<file path="src/rtl/vram_write_sched.sv">
// vram_write_sched: write sequencer for the tile-display memories (board RAM,
// sprite RAM, colour palette). Arbitrates between a CPU command stream and a
// board-fill engine and issues every write as a SET cycle (target bits set)
// followed by a HOLD cycle (same address/data, target bits cleared).
//
// Build option: define PALETTE_VBLANK_EN to restrict CPU palette writes
// (target 11) to vertical blanking. Without it vblank is ignored.
module vram_write_sched #(
    parameter int BOARD_DEPTH = 2048,
    parameter int FILL_CNT_W  = 12
) (
    input  logic                  clock,
    input  logic                  reset,
    input  logic                  cpu_valid,
    output logic                  cpu_ready,
    input  logic [31:0]           cpu_op,
    input  logic [31:0]           cpu_data,
    input  logic                  fill_start,
    input  logic [10:0]           fill_base,
    input  logic [FILL_CNT_W-1:0] fill_count,
    input  logic [4:0]            fill_tile,
    input  logic                  vblank,
    output logic                  fill_busy,
    output logic                  fill_done,
    output logic [31:0]           operation,
    output logic [31:0]           data
);

    typedef enum logic [1:0] {
        IDLE = 2'd0,
        SET  = 2'd1,
        HOLD = 2'd2
    } state_t;

    localparam logic        GRANT_CPU  = 1'b0;
    localparam logic        GRANT_FILL = 1'b1;
    localparam logic [10:0] ADDR_LAST  = 11'(BOARD_DEPTH - 1);

    state_t                state_q;
    logic                  last_grant_q;
    logic                  fill_busy_q;
    logic                  fill_done_q;
    logic                  hold_fill_q;
    logic [FILL_CNT_W-1:0] fill_rem_q;
    logic [10:0]           fill_addr_q;
    logic [10:0]           fill_addr_d;
    logic [4:0]            fill_tile_q;
    logic [31:0]           op_q;
    logic [31:0]           data_q;

    logic cpu_elig;
    logic cpu_req;
    logic cpu_noop;
    logic fill_req;
    logic slot_open;
    logic grant_cpu;
    logic grant_fill;
    logic fill_last_hold;

`ifdef PALETTE_VBLANK_EN
    // Palette writes only become requests during vertical blanking.
    always_comb begin
        cpu_elig = (cpu_op[17:16] != 2'b11) || vblank;
    end
`else
    logic unused_vblank;
    assign unused_vblank = vblank;

    // Every CPU command is eligible when palette gating is not built in.
    always_comb begin
        cpu_elig = 1'b1;
    end
`endif

    // Round-robin grant: a new write can only start where the previous one
    // is not in its SET cycle; on contention the source not granted last wins.
    always_comb begin
        cpu_req        = cpu_valid && cpu_elig;
        cpu_noop       = (cpu_op[17:16] == 2'b00);
        fill_req       = fill_busy_q && (fill_rem_q != '0);
        slot_open      = (state_q != SET);
        grant_cpu      = slot_open && cpu_req &&
                         (!fill_req || (last_grant_q == GRANT_FILL));
        grant_fill     = slot_open && fill_req &&
                         (!cpu_req || (last_grant_q == GRANT_CPU));
        fill_last_hold = (state_q == HOLD) && hold_fill_q && (fill_rem_q == '0);
        fill_addr_d    = (fill_addr_q == ADDR_LAST) ? 11'd0 : fill_addr_q + 11'd1;
    end

    // Sequencer FSM, fill engine bookkeeping and registered output bus.
    always_ff @(posedge clock) begin
        if (reset) begin
            state_q      <= IDLE;
            last_grant_q <= GRANT_FILL;
            fill_busy_q  <= 1'b0;
            fill_done_q  <= 1'b0;
            hold_fill_q  <= 1'b0;
            fill_rem_q   <= '0;
            op_q         <= '0;
            data_q       <= '0;
        end else begin
            fill_done_q <= 1'b0;

            // A new fill is only taken while the engine is free; a zero-length
            // fill completes immediately without ever going busy.
            if (fill_start && !fill_busy_q) begin
                fill_addr_q <= fill_base;
                fill_rem_q  <= fill_count;
                fill_tile_q <= fill_tile;
                if (fill_count != '0) begin
                    fill_busy_q <= 1'b1;
                end else begin
                    fill_done_q <= 1'b1;
                end
            end

            case (state_q)
                IDLE, HOLD: begin
                    // The HOLD of the last fill write retires the fill.
                    if (fill_last_hold) begin
                        fill_busy_q <= 1'b0;
                        fill_done_q <= 1'b1;
                    end
                    if (grant_cpu && !cpu_noop) begin
                        op_q         <= cpu_op;
                        data_q       <= cpu_data;
                        hold_fill_q  <= 1'b0;
                        last_grant_q <= GRANT_CPU;
                        state_q      <= SET;
                    end else if (grant_fill) begin
                        op_q         <= {14'b0, 2'b01, 5'b0, fill_addr_q};
                        data_q       <= {27'b0, fill_tile_q};
                        fill_addr_q  <= fill_addr_d;
                        fill_rem_q   <= fill_rem_q - FILL_CNT_W'(1);
                        hold_fill_q  <= 1'b1;
                        last_grant_q <= GRANT_FILL;
                        state_q      <= SET;
                    end else begin
                        // No write this slot; a CPU no-op still counts as a grant.
                        if (grant_cpu) begin
                            last_grant_q <= GRANT_CPU;
                        end
                        op_q    <= '0;
                        data_q  <= '0;
                        state_q <= IDLE;
                    end
                end
                SET: begin
                    op_q[17:16] <= 2'b00;
                    state_q     <= HOLD;
                end
                default: begin
                    op_q    <= '0;
                    data_q  <= '0;
                    state_q <= IDLE;
                end
            endcase
        end
    end

    assign cpu_ready = grant_cpu;
    assign fill_busy = fill_busy_q;
    assign fill_done = fill_done_q;
    assign operation = op_q;
    assign data      = data_q;

endmodule

</file>
<file path="config.mk">
export PLATFORM = sky130hd
export DESIGN_NAME = vram_write_sched
export DESIGN_NICKNAME = d
export VERILOG_FILES = /design/src/rtl/vram_write_sched.sv
export SDC_FILE = /design/constraint.sdc
export NUM_CORES = 1
export LEC_CHECK = 0
export ABC_AREA = 1
export CORE_ASPECT_RATIO = 0.6
export CORE_MARGIN = 5
export CORE_UTILIZATION = 30
export CTS_CLUSTER_DIAMETER = 200
export DETAILED_ROUTE_END_ITERATION = 6
export SLEW_MARGIN = 0
export SYNTH_ARGS = -nofsm -noshare
export SYNTH_HDL_FRONTEND = slang
export SYNTH_SLANG_ARGS = --single-unit
export TNS_END_PERCENT = 1
</file>
<file path="constraint.sdc">
create_clock -name clock -period 2.8 [get_ports clock]
set_input_delay 0.56 -clock clock [delete_from_list [all_inputs] [get_ports clock]]
set_output_delay 0.56 -clock clock [all_outputs]
set_load 0.01 [all_outputs]
</file>
After elaboration in Yosys (flattened, before gate mapping)
Index checks and enable logic that the tools add are counted.
{"block": "totals", "word_cells": 79, "ram_bits": 0, "in_bits": 97, "rom_bits": 0, "memories": 0, "latchBits": 0, "ff_bits": 98, "output_inout_bits": 67}
{"block": "classes", "muxes": 32, "addsub": 2, "n_shift": 0, "reduce_logical": 27, "mul": 0, "bitwise_logic": 3, "order_cmp": 0, "n_eq_ne": 4, "n_div": 0}
{"op": "2-to-1 mux 32 bit", "n": 2}
{"op": "one-hot mux 32 bit (2 select lines)", "n": 1}
{"op": "2-to-1 mux 11 bit", "n": 5}
{"op": "2-to-1 mux 12 bit", "n": 4}
{"op": "one-hot mux 16 bit (2 select lines)", "n": 1}
{"op": "one-hot mux 14 bit (2 select lines)", "n": 1}
{"op": "nonzero test 12 bit", "n": 2}
{"op": "2-to-1 mux 17 bit", "n": 1}
{"op": "2-to-1 mux 1 bit", "n": 15}
{"op": "zero test 12 bit", "n": 1}
{"op": "subtractor 12 x 1 -> 12 bit, second input constant", "n": 1}
{"op": "adder 11 x 1 -> 11 bit, second input constant", "n": 1}
{"op": "equality test 11 bit, second input constant", "n": 1}
{"op": "logical AND 1 bit", "n": 9}
{"op": "AND reduction 2 bit", "n": 3}
{"op": "2-to-1 mux 5 bit", "n": 1}
{"op": "zero test 1 bit", "n": 4}
{"op": "zero test 2 bit", "n": 2}
{"op": "one-hot mux 2 bit (2 select lines)", "n": 1}
{"op": "OR reduction 2 bit", "n": 2}
{"op": "inverter 1 bit", "n": 3}
{"op": "nonzero test 3 bit", "n": 1}
{"op": "equality test 2 x 1 -> 1 bit, second input constant", "n": 1}
{"op": "equality test 2 bit, second input constant", "n": 1}
{"op": "3 further kinds", "n": 4}

Logic depth before layout (Yosys ltp)
{"block": "depth", "ltp_word": 8, "mapped_depth": 11, "mapped_depth_nobuf": 10}

Least setup slack after synthesis
OpenSTA, ideal clock, no wires.
{"block": "synth_path", "path_type": "in2reg", "startpoint": "in fill_start", "endpoint": "reg fill_tile_q[0], enable pin", "path_slack_ns": 0.987, "path_buffers": 1, "arrival_time_ns": 1.467, "path_stages": 5, "cell_sequence": "inv_1 > nor2_1 > inv_1 > clkbuf_1 > nor2_1"}
{"block": "synth_via", "elab_chain_cells": 2}
{"element": "from (decl)", "line_no": "18", "rtl": "input logic fill_start,"}
{"element": "logical AND 1 bit", "line_no": "106", "rtl": "if (fill_start && !fill_busy_q) begin"}
{"element": "AND reduction 2 bit (no line)"}
{"element": "to (signal assigned)", "line_no": "109", "rtl": "fill_tile_q <= fill_tile;"}
{"element": "to (decl)", "line_no": "47", "rtl": "logic [4:0] fill_tile_q;"}
Every way passes these cells.
A chain may end at the register's enable or synchronous reset.

Worst setup path in the final report
{"block": "layout_path", "startpoint": "reg fill_rem_q[0]", "endpoint": "out cpu_ready"}
{"block": "layout_via", "elab_chain_cells": 5}
{"element": "from (decl)", "line_no": "44", "rtl": "logic [FILL_CNT_W-1:0] fill_rem_q;"}
{"element": "from (signal assigned)", "line_no": "108", "rtl": "fill_rem_q <= fill_count;"}
{"element": "from (signal assigned)", "line_no": "134", "rtl": "fill_rem_q <= fill_rem_q - FILL_CNT_W'(1);"}
{"element": "nonzero test 12 bit", "line_no": "80", "rtl": "fill_req = fill_busy_q && (fill_rem_q != '0);"}
{"element": "logical AND 1 bit", "line_no": "80"}
{"element": "zero test 1 bit", "line_no": "83", "rtl": "(!fill_req || (last_grant_q == GRANT_FILL));"}
{"element": "logical OR 1 bit", "line_no": "83"}
{"element": "logical AND 1 bit", "line_no": "82", "rtl": "grant_cpu = slot_open && cpu_req &&"}
{"element": "to (decl)", "line_no": "15", "rtl": "output logic cpu_ready,"}
Every way passes these cells.

==> out/qor.csv <==
metric;value;unit
ANT cells;0;
mux contribution to synthesized area;0;%
Hold Path Class;register to register;
worst slack at placement;0.2948;ns
Critical Path RT;2.24;ns
Die Span Y;103.7;um
peak supply drop;0.3058;mV
register bit total from synthesis;98;
H-Tree Depth;3;
Power Internal;0.002611;W
final worst slack;0.1350;ns
CTS tree;built;
cell area after layout;6538;um^2
Routed WL;12.96;mm
status;completed;
compound-cell area share of the yosys netlist;5.587;%
GP Congestion;0.8609;
initial core utilization;30.44;%
switching pwr;0.001021;W
Cells after Synth;558;
worst-skew pair later-pin latency;0.34;ns
Clk pwr share;33.4;%
cell area after placement;6231;um^2
most frequent cells in the layout;nand2_1, clkdlybuf4s50_1, dfxtp_1, nand3_1, nand2_2;
crit path kind;register to output port;
Via density;4.467;
global-route wire length before repair;21.24;mm
Peak Freq;375.2;MHz
drc violations;0;
Worst Setup Start Kind;register;
Port Buffers;162;
sequential-to-total area share from yosys stat;48.35;%
Static Leak;2.844;nW
Filler cells;1390;
DR iter-0 viols;255;
Die Area;17230;um^2
Synth Cell Area;4389;um^2
Worst-path clk slew;0.07;ns
Final Max Tran Viols;0;
Synthesized Nets;657;
Mean Syn Cell Area;7.866;um^2
max cap viols;0;
Flop pwr share;44.8;%
cts bufs inserted;9;
Slew HR;66.26;%
root buf cell;clkbuf_16;
Sw Share;28.10;%
setup total negative slack;0;ns
DRT Pass-1 Iters;4;
vias post-DR;4132;
fraction of the mapped netlist area in simple logic gates;35.66;%
share of cells above drive strength 1;11.69;%
Combinational Power Share;21.8;%
drt wl/cell;14.01;um
Synth cell types;33;
post-synthesis adder-cell area fraction;0.5701;%
largest net degree at the start of global routing;47;
die width;166.2;um
pwr/cell area;555.6;nW/um^2
row cnt;34;
Final ANT Viol Nets;0;
vias in the first global route;4192;
final hold vios;0;
clock net sink count;98;
Synth-to-Final Area Change;48.95;%
Boundary Pins;164;
Synthesis Warnings;0;
largest family of logic cells by synthesized area;simple AND/OR/NAND/NOR gates;
unrepaired setup endpoints after global routing;false;
Worst Tran Pin Value;0.5062;ns
Core Box Area;14420;um^2
Max Clock Skew;0.008355;ns
CP Max Fanout;3;
GR Util All Layers;14.90;%
final clock period utilization by the worst path;95.18;%
final setup fails;0;
Tmin final;2.665;ns
Overflow after GRT;0;
initial antenna violation count;0;
Worst EP arrival;2.11;ns
Detailed Place HPWL;9.636;mm
CP Capture Type;output port;
most common cell after layout, fill and taps aside;nand2_1;
maximum root-to-sink buffer count;2;
XOR/XNOR Fraction of Synth Area;3.392;%
Final Net Count;821;
## kinds of logic after synthesis
| logic type | count (synthesis) |
|---|---|
| fa+ha+maj | 2 |
| simple gates | 343 |
| buf+inv | 54 |
| compound gates | 44 |
| flops | 98 |
| xor+xnor | 17 |
## per-stage QoR
step	utilization (%)	power [W]	std cells	hold WS, ns
3_3_place_gp	43.21	0.002425	907	0.4353
5_1_grt	45.33	0.003825	925	0.4731
2_1_floorplan	-	0.002064	558	0.4288
4_1_cts	45.23	0.003677	923	0.4559
6_report	45.33	0.003632	925	0.4528
3_5_place_dp	43.21	0.002444	907	0.4391
## power groups by stage
| stage | combinational [W] | clock [W] | sequential, W |
|---|---|---|---|
| global route | 0.000872 | 0.00131 | 0.00164 |
| finish | 0.000792 | 0.00121 | 0.00163 |
| global placement | 0.000770 | 0 | 0.00166 |
| floorplan | 0.000394 | 0 | 0.00167 |
| CTS | 0.000789 | 0.00126 | 0.00163 |
| detailed placement | 0.000785 | 0 | 0.00166 |
## path summary, 6_finish.rpt
path                       from   endpoint  slack (ns)  cells after the start
setup / recovery  fill_rem_q[0]  cpu_ready        0.13                      9
hold reg to reg        data[28]   data[28]        0.45                      2
hold / removal         data[28]   data[28]        0.45                      2
setup reg to reg  fill_rem_q[0]    data[4]        0.76                     11
## worst max-delay path, stage by stage, from the launching register on
cell and delay (ns):
dfxtp_1 0.32, inv_1 0.08, ha_1 0.23, nand2_2 0.12, nor2_4 0.13, nand2_2 0.08
nand3_2 0.11, nand2_1 0.09, inv_1 0.08, clkdlybuf4s50_1 0.54
## repair_timing
| action | 4_1_cts | 5_1_grt |
|---|---|---|
| setup endpoints to repair | 0 | 1 |
| hold buffers | 0 | 0 |
| gates resized for setup | 0 | 0 |
| setup buffers | 0 | 2 |
## final cells by class
| type | instances | area, um^2 | share of cell area (%) |
|---|---|---|---|
| inverter | 30 | 112.6 | 1.722 |
| tap | 198 | 247.7 | 3.789 |
| timing repair buffer | 177 | 1772 | 27.10 |
| multi-input combinational | 406 | 1992 | 30.47 |
| clock inverter | 4 | 33.78 | 0.5167 |
| sequential | 98 | 2122 | 32.46 |
| clock buffer | 12 | 257.7 | 3.943 |
## routing by layer
layer / global-route usage (%) / vias up / wire length, um
li1: - / 2098 / -
met1: 19.52 / 1886 / 5914
met2: 23.60 / 142 / 5845
met3: 5.786 / 6 / 1123
met4: 2.825 / 0 / 80
met5: 0 / - / 0
## synth_stat cells, drive strengths merged
master	number	area share, %
a21oi	13	1.5
buf	11	2.8
clkbuf	13	1.1
dfxtp	82	37
edfxtp	16	11
ha	2	0.57
inv	30	2.6
nand2	247	23
nand3	48	7.0
nand3b	1	0.17
nand4	5	0.86
nor2	33	3.5
nor3	5	0.57
o211a	3	0.68
o211ai	2	0.34
o21ai	24	2.7
o31ai	2	0.34
or2	4	0.57
xnor2	5	1.0
xor2	12	2.4
## state kept, by name (all words and copies together), names as in the netlist
signal	flops
fill_rem_q	12
fill_busy	1
state_q	2
hold_fill_q	1
data	32
fill_done	1
operation	32
last_grant_q	1
fill_tile_q	5
fill_addr_q	11
No activity file was read; power rests on OpenSTA's default activity.
